**src/rtl/vx_dispatch_arbiter_pkg.sv**
```systemverilog
// Shared types and helpers for the dispatch arbiter: lock state encoding and
// requester-index width derivation.
package vx_dispatch_arbiter_pkg;

    typedef enum logic {
        LOCK_UNLOCKED = 1'b0,
        LOCK_LOCKED   = 1'b1
    } lock_state_e;

    // Index width for a requester count; a single requester still gets one bit.
    function automatic int req_bits(input int num_reqs);
        return (num_reqs > 1) ? $clog2(num_reqs) : 1;
    endfunction

endpackage

```
**src/rtl/vx_dispatch_arbiter_rr.sv**
```systemverilog
// Round-robin priority pick: first valid requester scanning circularly from
// rr_ptr. Purely combinational; pointer and lock handling live in the parent.
module vx_dispatch_arbiter_rr #(
    parameter int NUM_REQS = 4,
    parameter int REQ_BITS = 2
) (
    input  logic [NUM_REQS-1:0] valid,
    input  logic [REQ_BITS-1:0] rr_ptr,
    output logic                grant_valid,
    output logic [REQ_BITS-1:0] grant_idx
);

    // One extra bit so rr_ptr + offset can exceed NUM_REQS before wrapping.
    logic [REQ_BITS:0]   cand_idx [NUM_REQS];
    logic [NUM_REQS-1:0] cand_valid;

    generate
        for (genvar gi = 0; gi < NUM_REQS; gi++) begin : g_cand
            logic [REQ_BITS:0] sum;
            assign sum = {1'b0, rr_ptr} + (REQ_BITS+1)'(gi);
            assign cand_idx[gi] = (sum >= (REQ_BITS+1)'(NUM_REQS))
                                ? sum - (REQ_BITS+1)'(NUM_REQS)
                                : sum;
            assign cand_valid[gi] = valid[cand_idx[gi][REQ_BITS-1:0]];
        end
    endgenerate

    // Scan from the far end so the smallest offset from rr_ptr wins.
    always_comb begin
        grant_valid = 1'b0;
        grant_idx   = '0;
        for (int i = NUM_REQS - 1; i >= 0; i--) begin
            if (cand_valid[i]) begin
                grant_valid = 1'b1;
                grant_idx   = cand_idx[i][REQ_BITS-1:0];
            end
        end
    end

endmodule

```
**src/rtl/vx_dispatch_arbiter.sv**
```systemverilog
// Packet-aware arbiter merging NUM_REQS issue slices onto one execution unit
// through a single registered output stage; a multi-beat packet holds the grant.
module vx_dispatch_arbiter
    import vx_dispatch_arbiter_pkg::*;
#(
    parameter  int NUM_REQS = 4,
    parameter  int DATAW    = 64,
    localparam int REQ_BITS = req_bits(NUM_REQS)
) (
    input  logic                           clk,
    input  logic                           reset,
    input  logic [NUM_REQS-1:0]            valid_in,
    input  logic [NUM_REQS-1:0][DATAW-1:0] data_in,
    input  logic [NUM_REQS-1:0]            sop_in,
    input  logic [NUM_REQS-1:0]            eop_in,
    output logic [NUM_REQS-1:0]            ready_in,
    output logic                           valid_out,
    output logic [DATAW-1:0]               data_out,
    output logic                           sop_out,
    output logic                           eop_out,
    output logic [REQ_BITS-1:0]            sel_out,
    input  logic                           ready_out
);

    lock_state_e         state_q, state_d;
    logic [REQ_BITS-1:0] lock_idx_q, lock_idx_d;
    logic [REQ_BITS-1:0] rr_ptr_q, rr_ptr_d;

    logic                valid_q, valid_d;
    logic [DATAW-1:0]    data_q, data_d;
    logic                sop_q, sop_d;
    logic                eop_q, eop_d;
    logic [REQ_BITS-1:0] sel_q, sel_d;

    logic                pick_valid;
    logic [REQ_BITS-1:0] pick_idx;
    logic                grant_any;
    logic [REQ_BITS-1:0] grant_idx;
    logic [NUM_REQS-1:0] grant;
    logic                out_ready;
    logic                fire;
    logic [DATAW-1:0]    win_data;
    logic                win_sop;
    logic                win_eop;

    function automatic logic [REQ_BITS-1:0] wrap_inc(input logic [REQ_BITS-1:0] idx);
        return (idx == REQ_BITS'(NUM_REQS - 1)) ? '0 : idx + 1'b1;
    endfunction

    vx_dispatch_arbiter_rr #(
        .NUM_REQS (NUM_REQS),
        .REQ_BITS (REQ_BITS)
    ) u_rr (
        .valid       (valid_in),
        .rr_ptr      (rr_ptr_q),
        .grant_valid (pick_valid),
        .grant_idx   (pick_idx)
    );

    // The output register can take a beat when empty or draining this cycle.
    assign out_ready = ~valid_q | ready_out;

    // While locked the owner keeps the grant even when it is not presenting a beat.
    always_comb begin
        grant_any = (state_q == LOCK_LOCKED) | pick_valid;
        grant_idx = (state_q == LOCK_LOCKED) ? lock_idx_q : pick_idx;
    end

    generate
        for (genvar gi = 0; gi < NUM_REQS; gi++) begin : g_ready
            assign grant[gi]    = grant_any && (grant_idx == REQ_BITS'(gi));
            assign ready_in[gi] = grant[gi] & out_ready & ~reset;
        end
    endgenerate

    always_comb begin
        fire     = 1'b0;
        win_data = '0;
        win_sop  = 1'b0;
        win_eop  = 1'b0;
        for (int i = 0; i < NUM_REQS; i++) begin
            if (valid_in[i] && ready_in[i]) begin
                fire     = 1'b1;
                win_data = data_in[i];
                win_sop  = sop_in[i];
                win_eop  = eop_in[i];
            end
        end
    end

    // Lock FSM and round-robin pointer.
    always_comb begin
        state_d    = state_q;
        lock_idx_d = lock_idx_q;
        rr_ptr_d   = rr_ptr_q;
        case (state_q)
            LOCK_UNLOCKED: begin
                if (fire && !win_eop) begin
                    state_d    = LOCK_LOCKED;
                    lock_idx_d = grant_idx;
                end
            end
            LOCK_LOCKED: begin
                if (fire && win_eop) begin
                    state_d = LOCK_UNLOCKED;
                end
            end
            default: state_d = LOCK_UNLOCKED;
        endcase
        if (fire && win_eop) begin
            rr_ptr_d = wrap_inc(grant_idx);
        end
    end

    // Output stage: load on fire, otherwise clear valid once drained.
    always_comb begin
        valid_d = valid_q;
        data_d  = data_q;
        sop_d   = sop_q;
        eop_d   = eop_q;
        sel_d   = sel_q;
        if (fire) begin
            valid_d = 1'b1;
            data_d  = win_data;
            sop_d   = win_sop;
            eop_d   = win_eop;
            sel_d   = grant_idx;
        end else if (ready_out) begin
            valid_d = 1'b0;
        end
    end

    always_ff @(posedge clk) begin
        if (reset) begin
            state_q    <= LOCK_UNLOCKED;
            lock_idx_q <= '0;
            rr_ptr_q   <= '0;
            valid_q    <= 1'b0;
            data_q     <= '0;
            sop_q      <= 1'b0;
            eop_q      <= 1'b0;
            sel_q      <= '0;
        end else begin
            state_q    <= state_d;
            lock_idx_q <= lock_idx_d;
            rr_ptr_q   <= rr_ptr_d;
            valid_q    <= valid_d;
            data_q     <= data_d;
            sop_q      <= sop_d;
            eop_q      <= eop_d;
            sel_q      <= sel_d;
        end
    end

    assign valid_out = valid_q;
    assign data_out  = data_q;
    assign sop_out   = sop_q;
    assign eop_out   = eop_q;
    assign sel_out   = sel_q;

endmodule

```
**config.mk**
```make
export PLATFORM = sky130hd
export DESIGN_NAME = vx_dispatch_arbiter
export DESIGN_NICKNAME = d
export VERILOG_FILES = /design/src/rtl/vx_dispatch_arbiter_pkg.sv /design/src/rtl/vx_dispatch_arbiter_rr.sv /design/src/rtl/vx_dispatch_arbiter.sv
export SDC_FILE = /design/constraint.sdc
export NUM_CORES = 1
export LEC_CHECK = 0
export CAP_MARGIN = 20
export CELL_PAD_IN_SITES_DETAIL_PLACEMENT = 0
export CELL_PAD_IN_SITES_GLOBAL_PLACEMENT = 1
export CORE_ASPECT_RATIO = 0.6
export CORE_MARGIN = 4
export CORE_UTILIZATION = 24
export DETAILED_ROUTE_END_ITERATION = 6
export PLACE_DENSITY = 0.94
export SETUP_SLACK_MARGIN = 0.4
export SYNTH_ARGS = -nofsm -noshare
export SYNTH_HDL_FRONTEND = slang
export SYNTH_SLANG_ARGS = --single-unit
```
**constraint.sdc**
```tcl
create_clock -name clk -period 5.1 [get_ports clk]
set_clock_uncertainty 0.05 [all_clocks]
set_input_delay 1.275 -clock clk [delete_from_list [all_inputs] [get_ports clk]]
set_output_delay 1.275 -clock clk [all_outputs]
set_load 0.1 [all_outputs]
```
[Word level (Yosys, flattened, before mapping)]
Cells that the tools add are included.
W data, S select, Z words.
Word-level totals
  bits in registers: 74
  bits in latches: 0
  bits in writable memories: 0
  ROM bits: 0
  input bits: 271
  output and inout port bits: 73
  word-level logic and storage cells: 97
  memories: 0
Operators by class
  add/subtract/negate cells: 8
  $mul: 0
  div/mod/pow operators: 0
  magnitude comparators: 8
  equality and inequality tests: 3
  shift-type cells: 0
  multiplexer cells: 43
  bitwise logic cells: 13
  reductions and logical operators: 14
Operators by type and width (count)
  $mux W64: 4
  $mux W1: 24
  $mux W2: 10
  $lt A2 B3 Y1 const B: 4
  $logic_and A1 B1 Y1: 10
  $ge A3 B3 Y1 const B: 3
  $and A1 B1 Y1: 8
  $bmux W1 S2: 4
  $sub A2 B1 Y2 const B: 4
  $add A2 B2 Y3 const B: 2
  $eq A2 B2 Y1 const B: 2
  $add A2 B1 Y3 const B: 1
  $ge A2 B3 Y1 const B: 1
  $not A1 Y1: 3
  $add A2 B1 Y2 const B: 1
  $eq A2 B1 Y1 const B: 1
  $logic_not A2 Y1: 1
  $or A1 B1 Y1: 2
  $pmux W1 S2: 1
  $reduce_and A2 Y1: 1
  $reduce_bool A2 Y1: 1
  $logic_not A1 Y1: 1

[Longest topological paths before layout]
Gate-level depths: netlist of the first run.
  depth in word-level cells: 23
  depth in mapped cells: 15
  mapped depth without buffers: 11

[Modules after synthesis]
Synthesis of the first run repeated with hierarchy kept, for this count alone.
Unflattened totals
  cells, all modules: 612
  area, all modules: 4673.2 µm²
Modules (own cells, without submodules)
  vx_dispatch_arbiter: times used 1, cells each 599, area an instance 4595.7 µm², sequential area each 1481.4 µm²
  vx_dispatch_arbiter_rr: times used 1, cells each 13, area an instance 77.6 µm², sequential area each 0.0 µm²

[Least setup slack after synthesis of the first run]
OpenSTA, ideal clock, no wires.
  path type: input to output
  start point: input valid_in[3]
  end point: output ready_in[0]
  arrival: 3.045 ns
  data required time: 3.775 ns
  slack: 0.730 ns
  cell stages on the path: 8
  path buffers: 1
  cells stage by stage: buf_2 -> nor2b_1 -> o21ai_0 -> a21oi_1 -> o31a_1 -> inv_1 -> ha_1 -> and2_1
Between the ends
  longest elaborated chain between the ends: 11
  elaborated cells between the ends (all ways): 22
  classes of those cells: mux (17); bitwise (3); reduce/logical (2)
Ends and longest elaborated chain
  from (decl): line vx_dispatch_arbiter.sv:12  | input logic [NUM_REQS-1:0] valid_in,
  $bmux W1 S2: line vx_dispatch_arbiter_rr.sv:24  | assign cand_valid[gi] = valid[cand_idx[gi][REQ_BITS-1:0]];
  $mux W1 (implied by the code): line vx_dispatch_arbiter_rr.sv:24
  $mux W2 (3 in a row): line vx_dispatch_arbiter_rr.sv:33  | if (cand_valid[i]) begin
  $mux W2 (*): line vx_dispatch_arbiter_rr.sv:33
  $mux W2 (*): line vx_dispatch_arbiter.sv:66  | grant_idx = (state_q == LOCK_LOCKED) ? lock_idx_q : pick_idx;
  via grant_idx[0]: line vx_dispatch_arbiter.sv:38  | logic [REQ_BITS-1:0] grant_idx;
  $logic_not A2 Y1 (*): line vx_dispatch_arbiter.sv:71  | assign grant[gi] = grant_any && (grant_idx == REQ_BITS'(gi));
  $logic_and A1 B1 Y1 (*): line vx_dispatch_arbiter.sv:71
  $and A1 B1 Y1 (*) (2 in a row): line vx_dispatch_arbiter.sv:72  | assign ready_in[gi] = grant[gi] & out_ready & ~reset;
  to (decl): line vx_dispatch_arbiter.sv:16  | output logic [NUM_REQS-1:0] ready_in,
Mark *: on every way through the listed nets, which the timed path passes. The rest lies on a longest branch. The select of a mux whose other input is x is not followed.

[Worst setup path after layout of the first run]
  start point: input valid_in[2]
  end point: output ready_in[0]
Same word-level chain as after synthesis.

==> flow_summary.json, run 1 <==
{
  "result_of_the_run": "finished, final reports clean",
  "synthesis.instances": 465,
  "critical_path.reg2reg.startpoint": "rr_ptr_q[1]",
  "fraction_of_layout_cells_with_a_size_suffix_above_1": 0.07888,
  "highest-signal-layer": "met5",
  "postSynthRegisterBits": 74,
  "grt_antenna_before_repair": 2,
  "worstSetupEndpointType": "output pin",
  "wl_met1_um": 8481,
  "worst_slew_pin_slew_ns": 1.039,
  "avgRoutedWirePerCell_um": 20.13,
  "worst-r2r-setup-slack_ns": 1.84,
  "gr_overflow_total": 0,
  "clockBufferDepth": 2,
  "grt_max_degree": 66,
  "r2r_cells": 12,
  "p_leak_uw": 0.003082,
  "power_density_nw_per_um2": 670.5,
  "critical_path.max_fanout": 8,
  "startpoint": "valid_in[2]",
  "hold_buffers": 0,
  "dp_hpwl_um": 15410,
  "port_buffers": 343,
  "syn-num-nets": 740,
  "cts.sink_count": 74,
  "worst_setup_path_endpoint": "ready_in[0]",
  "max-cap-violations": 0,
  "synthesized_area_per_cell_um2": 8.906,
  "first_global_vias": 5282,
  "drt_pre_antenna_iters": 5,
  "timing.slew.headroom": 0.3054,
  "wl_met2_um": 9634,
  "asyncSetResetFlopFracSynth": 0,
  "synth_top_area_share": 0.3577,
  "routed_via_count": 5359,
  "number_of_nets_with_antenna_violations_after_routing": 0,
  "start_kind": "input port",
  "die_width_um": 177.6,
  "wirelength_um": 20430,
  "tritoncts": "done",
  "fp.coreArea_um2": 16580,
  "clk-insertion-delay-late_ns": 0.33,
  "post-synth-top-area-cell": "sky130_fd_sc_hd__dfxtp_1",
  "cts_root_buf": "sky130_fd_sc_hd__clkbuf_16",
  "floorplan.rows": 36,
  "netlist_top_cells_area": "sky130_fd_sc_hd__dfxtp_1 (36%), sky130_fd_sc_hd__a221oi_1 (14%), sky130_fd_sc_hd__o221ai_1 (10%), sky130_fd_sc_hd__o22ai_1 (9.7%), sky130_fd_sc_hd__inv_1 (6.2%)",
  "timing.final.setup_violations": 0,
  "number_of_cts_inserted_buffers": 9,
  "max_freq_ghz": 0.2173,
  "critPathArrivalTime_ns": 3.28,
  "setup_tns_ns": 0,
  "initial_utilization": 0.2498,
  "met3RoutedLength_um": 2014,
  "design.final.nets": 1057,
  "synth.cell_area_um2": 4141,
  "violation_count_after_the_first_detailed_route_iteration": 322,
  "final_hold_viol_count": 0,
  "postLayoutCellArea_um2": 8170,
  "post_layout_min_period_ns": 4.603,
  "synth_sequential_area_ratio": 0.3577,
  "drcViolationCount": 0,
  "worst_path_required_ns": 3.77,
  "holdWs_ns": 0.4136,
  "fillers": 1577,
  "synth-edff-count": 0,
  "syn_to_final_growth_pct": 97.28,
  "critical_path_class": "input port to output pin",
  "timing.final.max_slew_violations": 0,
  "max-vdd-ir-drop_mv": 0.2703,
  "fp.dieH_um": 109.8,
  "holdCritPathClass": "flop to flop",
  "yosys_warnings": 0,
  "rr_endpoint": "data_out[57]",
  "detailed_place.area_um2": 7828,
  "globalplace.congestion": 0.8504,
  "dieArea_um2": 19490,
  "synth_flop_cell": "sky130_fd_sc_hd__dfxtp_1",
  "ios": 344,
  "first_pass_grt_wire_length_um": 29820,
  "vias_per_cell": 5.280,
  "rsz0062_at_grt": "no",
  "clk_pin_slew_ns": 0.06,
  "globalRouteTotalUtil": 0.1928,
  "h-tree-depth": 3,
  "period_share": 0.9025,
  "post_synth_cell_types": 45
}
==> repair_timing <==
item / in CTS / in global routing
setup endpoints to repair: 0 / 7
resized for setup: 0 / 2
buffers inserted: 0 / 1
==> critical path, stage by stage <==
cell,delay [ns]
sky130_fd_sc_hd__clkdlybuf4s50_1,0.62
sky130_fd_sc_hd__nand2b_1,0.11
sky130_fd_sc_hd__a21oi_1,0.15
sky130_fd_sc_hd__nor2_1,0.08
sky130_fd_sc_hd__o31a_1,0.30
sky130_fd_sc_hd__inv_1,0.12
sky130_fd_sc_hd__ha_1,0.23
sky130_fd_sc_hd__and2_1,0.19
sky130_fd_sc_hd__buf_12,0.18
==> cell families (layout without fill, tap and decap cells) <==
kind of cell	after synthesis	after routing	synth area share
AO/OA/AOI/OAI	219	219	0.4399
adder cells (fa/ha/maj)	4	4	0.01209
buffers and inverters	120	441	0.1211
flip-flops	74	74	0.3577
multiplexers	4	4	0.009970
other	0	1	0
AND/OR/NAND/NOR	44	44	0.05922
==> metrics by stage <==
step | worst slack, ns | total power, uW | utilization | instances
floorplan | 0.7303 | 3728 | - | 465
global placement | 0.4527 | 4744 | 0.4722 | 998
detailed placement | 0.3333 | 4775 | 0.4722 | 998
CTS | 0.4573 | 5509 | 0.4920 | 1013
global route | 0.3695 | 5710 | 0.4929 | 1015
finish | 0.4975 | 5478 | 0.4929 | 1015
==> synthesized netlist by cell type (all sizes together), types with 2 or more instances <==
cell / n
a211oi: 2
a21oi: 8
a221oi: 65
a22oi: 2
and2: 4
buf: 25
clkbuf: 26
dfxtp: 74
ha: 4
inv: 68
mux2i: 3
nand2: 14
nand2b: 3
nand3: 2
nor2: 4
nor2b: 4
nor3: 5
o21ai: 2
o221ai: 64
o22ai: 64
o2bb2ai: 2
o31a: 2
or3: 3
==> layout make-up <==
type                       instances  area (um2)  share of cell area
tap                              228       285.3             0.03492
multi-input combinational        271        2181              0.2669
inverter                          69       259.0             0.03170
clock inverter                     4       75.07            0.009188
sequential                        74        1481              0.1813
clock buffer                      11       252.7             0.03093
timing repair buffer             357        3633              0.4447
antenna                            1       2.502           0.0003063
==> registers in the layout, indices dropped and copies added (netlist names) <==
signal and cells:
rr_ptr_q 2, lock_idx_q 2, eop_out 1, sel_out 2, state_q 1, sop_out 1
valid_out 1, data_out 64
==> how the worst min path moves through the flow <==
stage                     slack, ns          start  depth (start not counted)            end
after detailed placement       0.41  lock_idx_q[0]                          2  lock_idx_q[0]
after floorplan                0.38  lock_idx_q[0]                          2  lock_idx_q[0]
after CTS                      0.42  lock_idx_q[0]                          2  lock_idx_q[0]
after global placement         0.40   data_out[42]                          2   data_out[42]
after global routing           0.43  lock_idx_q[0]                          2  lock_idx_q[0]
final                          0.41   data_out[42]                          2   data_out[42]
==> report_power, final <==
group	internal, uW	leakage, uW	switching [uW]
clock network	453	0.000154	257
registers	850	0.000609	171
logic	1060	0.00232	2690
==> placed cells by master (no fill, tap or decap), drive strengths merged, types with 2 or more instances in the layout <==
master / synthesis / layout
a22oi: 2 / 2
or3: 3 / 3
a221oi: 65 / 65
nand2b: 3 / 3
and2: 4 / 4
o31a: 2 / 2
bufinv: 0 / 2
o22ai: 64 / 64
o21ai: 2 / 2
clkdlybuf4s50: 0 / 337
dlymetal6s2s: 0 / 2
nor2b: 4 / 4
buf: 25 / 18
a211oi: 2 / 2
nand2: 14 / 14
nor3: 5 / 5
nand3: 2 / 2
clkinvlp: 0 / 2
o221ai: 64 / 64
inv: 68 / 69
clkbuf: 26 / 11
mux2i: 3 / 3
o2bb2ai: 2 / 2
nor2: 4 / 4
a21oi: 8 / 8
ha: 4 / 4
dfxtp: 74 / 74
==> per-layer routing <==
metal	vias up	track usage
met5	-	0
met4	2	0.04523
met3	23	0.06151
met2	268	0.3119
met1	2548	0.2519
li1	2518	-
Note: power is estimated with default switching activity, not from simulation.
==> run 2, diff against run 1 <==
--- a/config.mk
+++ b/config.mk
@@ -8,9 +8,9 @@
 export CAP_MARGIN = 20
 export CELL_PAD_IN_SITES_DETAIL_PLACEMENT = 0
 export CELL_PAD_IN_SITES_GLOBAL_PLACEMENT = 1
-export CORE_ASPECT_RATIO = 0.6
 export CORE_MARGIN = 4
 export CORE_UTILIZATION = 24
+export CTS_BUF_LIST = sky130_fd_sc_hd__clkbuf_8
 export DETAILED_ROUTE_END_ITERATION = 6
 export PLACE_DENSITY = 0.94
 export SETUP_SLACK_MARGIN = 0.4
==> run 2 against run 1 <==
  * Register-to-register slack improved by 0.14 ns
  * Total power down 3.6%
  * Global-route usage fell by 0.52 points
  * Largest cell class unchanged
  * Sequential power about the same
  * Non-clock buffer count did not move
  * Setup slack improved by 0.022 ns
  * Combinational power hardly changed
  * Clock power fell by 25%
==> flow_summary.json, run 2 (synthesized netlist as in run 1, its figures left out) <==
{
  "clk-insertion-delay-late_ns": 0.35,
  "post_layout_min_period_ns": 4.580,
  "port_buffers": 343,
  "first_global_vias": 5253,
  "routed_via_count": 5242,
  "initial_utilization": 0.2471,
  "most-common-layout-cells": "sky130_fd_sc_hd__clkdlybuf4s50_1 (336), sky130_fd_sc_hd__dfxtp_1 (74), sky130_fd_sc_hd__inv_1 (69)",
  "floorplan.rows": 47,
  "number_of_nets_with_antenna_violations_after_routing": 0,
  "setup_tns_ns": 0,
  "ios": 344,
  "power_density_nw_per_um2": 654.9,
  "min_delay_worst_endpoint": "lock_idx_q[0]",
  "grt_antenna_before_repair": 0,
  "number_of_diodes_added_for_antenna_fixing": 0,
  "tritoncts": "done",
  "rr_endpoint": "data_out[43]",
  "drcViolationCount": 0,
  "timing.final.max_slew_violations": 0,
  "r2r_cells": 11,
  "cts.sink_count": 74,
  "number_of_cts_inserted_buffers": 9,
  "grt_max_degree": 69,
  "clockBufferDepth": 2,
  "clk_pin_slew_ns": 0.07,
  "h-tree-depth": 3,
  "cts_root_buf": "sky130_fd_sc_hd__clkbuf_8",
  "design.final.nets": 1057,
  "die_width_um": 139.4,
  "globalplace.congestion": 0.8650,
  "period_share": 0.8981,
  "critical_path.reg2reg.startpoint": "rr_ptr_q[1]",
  "worst_path_required_ns": 3.77,
  "violation_count_after_the_first_detailed_route_iteration": 246,
  "fp.dieH_um": 139.4,
  "result_of_the_run": "finished, final reports clean",
  "max_freq_ghz": 0.2183,
  "max-vdd-ir-drop_mv": 0.4640,
  "first_pass_grt_wire_length_um": 29460,
  "drt_pre_antenna_iters": 4,
  "largest_register_ffs": 64,
  "rsz0062_at_grt": "yes",
  "final_hold_viol_count": 0,
  "globalRouteTotalUtil": 0.1875,
  "fraction_of_layout_cells_with_a_size_suffix_above_1": 0.07878,
  "timing.slew.headroom": 0.3059,
  "vias_per_cell": 5.206,
  "fp.coreArea_um2": 16760,
  "layout_commonest_cell": "sky130_fd_sc_hd__clkdlybuf4s50_1",
  "critPathArrivalTime_ns": 3.26,
  "whs_path_depth": 2,
  "dieArea_um2": 19420,
  "syn_to_final_growth_pct": 94.65,
  "worstSetupEndpointType": "output pin",
  "holdCritPathClass": "flop to flop",
  "p_leak_uw": 0.003053,
  "hold_buffers": 0,
  "avgRoutedWirePerCell_um": 19.45,
  "gr_overflow_total": 0,
  "holdCritStartpoint": "lock_idx_q[0]",
  "wirelength_um": 19590,
  "worst_slew_pin_slew_ns": 1.038,
  "start_kind": "input port",
  "worst-r2r-setup-slack_ns": 1.98,
  "dp_hpwl_um": 14790,
  "timing.final.setup_violations": 0,
  "holdWs_ns": 0.4113,
  "critical_path.max_fanout": 8,
  "max-cap-violations": 0,
  "critical_path_class": "input port to output pin"
}
run 2: cell count changes in the layout (fill, tap and decap cells not counted), sizes merged:
cell / delta
clkinvlp: -2
clkinv: +2
clkdlybuf4s50: -1
dlymetal6s2s: +1
inv: +1
diode: -1
run 2: through the flow:
stage          instances  total power [uW]  setup slack [ns]  cell area, um2    util
2_1_floorplan        465              3728            0.7303            4141       -
3_3_place_gp         990              4739            0.4340            7818  0.4664
3_5_place_dp         990              4762            0.3604            7818  0.4664
4_1_cts             1006              5322            0.4543            8046  0.4801
5_1_grt             1007              5517            0.3680            8061  0.4810
6_report            1007              5279            0.5196            8061  0.4810
run 2: what timing repair did:
item | in CTS | in global routing
setup endpoints to repair | 0 | 4
gates resized for setup | 0 | 3
endpoints found under the hold margin | 0 | 0
setup buffers | 0 | 1
run 2: metal layers:
layer  wire [um]  share of wire  track usage  vias up
met5           0              0            0        -
met4         474          0.024      0.06128        0
met3        1668          0.085      0.05077       29
met2        9662           0.49       0.3234      255
met1        7784           0.40       0.2263     2444
li1            -              -            -     2514
run 2: power breakdown:
part	total [uW]	switching, uW	internal [uW]
Clock	534	233	301
Combinational	3740	2680	1060
Sequential	1000	156	848
run 2: worst max-delay path by stage:
stage	startpoint	slack [ns]	endpoint	cells after the start
CTS	valid_in[2]	0.45	ready_in[3]	8
floorplan	valid_in[3]	0.73	ready_in[0]	8
global route	valid_in[1]	0.37	ready_in[3]	8
detailed placement	valid_in[2]	0.36	data_out[43]	12
finish	valid_in[1]	0.52	ready_in[3]	8
global placement	valid_in[3]	0.43	data_out[43]	13
run 2: area by class of cell:
class / instances / area [um2]
well taps: 220 / 275.3
clock buffers: 11 / 151.4
repair buffers: 357 / 3636
clock inverters: 5 / 77.57
fillers: 1619 / 8698
inverters: 69 / 259.0
flip-flops and latches: 74 / 1481
multi-input cells: 271 / 2181
run 2: worst max-delay path: stages:
cell and delay (ns):
sky130_fd_sc_hd__clkdlybuf4s50_1 0.64, sky130_fd_sc_hd__nor2b_1 0.08, sky130_fd_sc_hd__a221oi_1 0.27, sky130_fd_sc_hd__o31a_1 0.25, sky130_fd_sc_hd__inv_1 0.09, sky130_fd_sc_hd__ha_1 0.27, sky130_fd_sc_hd__and2_1 0.20, sky130_fd_sc_hd__buf_12 0.17
==> run 3, diff against run 2 <==
--- a/config.mk
+++ b/config.mk
@@ -13,6 +13,7 @@
 export CTS_BUF_LIST = sky130_fd_sc_hd__clkbuf_8
 export DETAILED_ROUTE_END_ITERATION = 6
 export PLACE_DENSITY = 0.94
+export RECOVER_POWER = 25
 export SETUP_SLACK_MARGIN = 0.4
 export SYNTH_ARGS = -nofsm -noshare
 export SYNTH_HDL_FRONTEND = slang
==> run 3 against run 2 <==
  * Clock-buffer cell count did not move
  * Combinational power is 1% lower
  * Register-to-register slack hardly changed
  * Final cell count unchanged
  * Clock power about the same
  * Critical path type unchanged
  * Largest cell class unchanged
  * Highest routed layer unchanged
==> flow_summary.json, run 3 (synthesized netlist as in run 1, its figures left out) <==
{
  "initial_utilization": 0.2471,
  "violation_count_after_the_first_detailed_route_iteration": 252,
  "ios": 344,
  "power_density_nw_per_um2": 648.6,
  "drcViolationCount": 0,
  "most-common-layout-cells": "sky130_fd_sc_hd__clkdlybuf4s50_1 (300), sky130_fd_sc_hd__dfxtp_1 (74), sky130_fd_sc_hd__inv_1 (69)",
  "timing.final.max_slew_violations": 0,
  "number_of_cts_inserted_buffers": 9,
  "fp.dieH_um": 139.4,
  "worstSetupEndpointType": "output pin",
  "max-cap-violations": 0,
  "syn_to_final_growth_pct": 94.65,
  "post_layout_min_period_ns": 4.577,
  "clk_pin_slew_ns": 0.07,
  "wirelength_um": 19630,
  "floorplan.rows": 47,
  "clk-insertion-delay-late_ns": 0.36,
  "max_freq_ghz": 0.2185,
  "finish.utilization": 0.4810,
  "hold_buffers": 0,
  "globalplace.congestion": 0.8650,
  "setup_tns_ns": 0,
  "layer_with_the_highest_usage_after_global_routing": "met2",
  "globalRouteTotalUtil": 0.1875,
  "fillers": 1619,
  "critical_path.max_fanout": 8,
  "fp.coreArea_um2": 16760,
  "critical_path_class": "input port to output pin",
  "grt_antenna_before_repair": 0,
  "drt_pre_antenna_iters": 4,
  "holdWs_ns": 0.4107,
  "period_share": 0.8974,
  "dieArea_um2": 19420,
  "number_of_nets_with_antenna_violations_after_routing": 0,
  "cts_root_buf": "sky130_fd_sc_hd__clkbuf_8",
  "rsz0062_at_grt": "yes",
  "tritoncts": "done",
  "timing.final.setup_violations": 0,
  "max-vdd-ir-drop_mv": 0.4646,
  "h-tree-depth": 3,
  "gr_overflow_total": 0,
  "post_layout_worst_setup_margin_ns": 0.5232,
  "dp_hpwl_um": 14790,
  "first_global_vias": 5253,
  "cts.sink_count": 74,
  "start_kind": "input port",
  "routed_via_count": 5219,
  "number_of_diodes_added_for_antenna_fixing": 0,
  "gr-usage-met2": 0.3234,
  "p_leak_uw": 0.003147,
  "timing.slew.headroom": 0.3085,
  "port_buffers": 343,
  "result_of_the_run": "finished, final reports clean",
  "grt_max_degree": 69,
  "holdCritPathClass": "flop to flop",
  "grt_use_met3": 0.05077,
  "total_power_uw": 5229,
  "fraction_of_layout_cells_with_a_size_suffix_above_1": 0.07878,
  "clockBufferDepth": 2,
  "worst_slew_pin_slew_ns": 1.034,
  "vias_per_cell": 5.183,
  "critPathArrivalTime_ns": 3.25,
  "final_hold_viol_count": 0,
  "die_width_um": 139.4,
  "design.final.nets": 1057,
  "dp_worst_setup_slack_ns": 0.3604,
  "global_route_met1_utilization": 0.2263,
  "worst_path_required_ns": 3.77,
  "largest_register_ffs": 64,
  "layout_commonest_cell": "sky130_fd_sc_hd__clkdlybuf4s50_1",
  "first_pass_grt_wire_length_um": 29460,
  "avgRoutedWirePerCell_um": 19.50
}
-- run 3: metal layers --
layer | wire (um) | share of wire | up-vias
li1 | - | - | 2516
met3 | 1632 | 0.083 | 27
met5 | 0 | 0 | -
met1 | 7845 | 0.40 | 2422
met4 | 434 | 0.022 | 0
met2 | 9719 | 0.50 | 254
-- run 3: critical path, cell delays in order --
cell and delay, ns:
sky130_fd_sc_hd__clkdlybuf4s50_1 0.64, sky130_fd_sc_hd__nor2b_1 0.08, sky130_fd_sc_hd__a221oi_1 0.27, sky130_fd_sc_hd__o31a_1 0.25, sky130_fd_sc_hd__inv_1 0.09, sky130_fd_sc_hd__ha_1 0.27, sky130_fd_sc_hd__and2_1 0.20, sky130_fd_sc_hd__buf_12 0.17
-- run 3: timing repair --
action	CTS	global route
hold endpoints to repair	0	0
setup endpoints to repair	0	4
buffers inserted	0	1
gates resized for setup	0	3
-- run 3: where the power goes --
part	internal [uW]	total, uW	leakage, uW	switching [uW]
clock	301	536	0.000121	235
sequential	848	999	0.000609	151
combinational	1020	3690	0.00242	2680
total	2170	5230	0.00315	3060
-- run 3: path summary, 6_finish.rpt --
path	from	to	slack [ns]	cells past startpoint
min reg2reg	lock_idx_q[0]	lock_idx_q[0]	0.41	2
min	lock_idx_q[0]	lock_idx_q[0]	0.41	2
max	valid_in[1]	ready_in[3]	0.52	8
max reg2reg	rr_ptr_q[1]	data_out[43]	1.99	12
-- run 3: layout make-up --
class	instances	area [um2]	area share
repair buffers	357	3636	0.4510
multi-input cells	271	2181	0.2705
flip-flops and latches	74	1481	0.1838
well taps	220	275.3	0.03415
inverters	69	259.0	0.03213
clock buffers	11	151.4	0.01878
clock inverters	5	77.57	0.009623
-- run 3: stage by stage --
step	instance area (um2)	instances
global route	8061	1007
finish	8061	1007
floorplan	4141	465
CTS	8046	1006
global placement	7818	990
detailed placement	7818	990
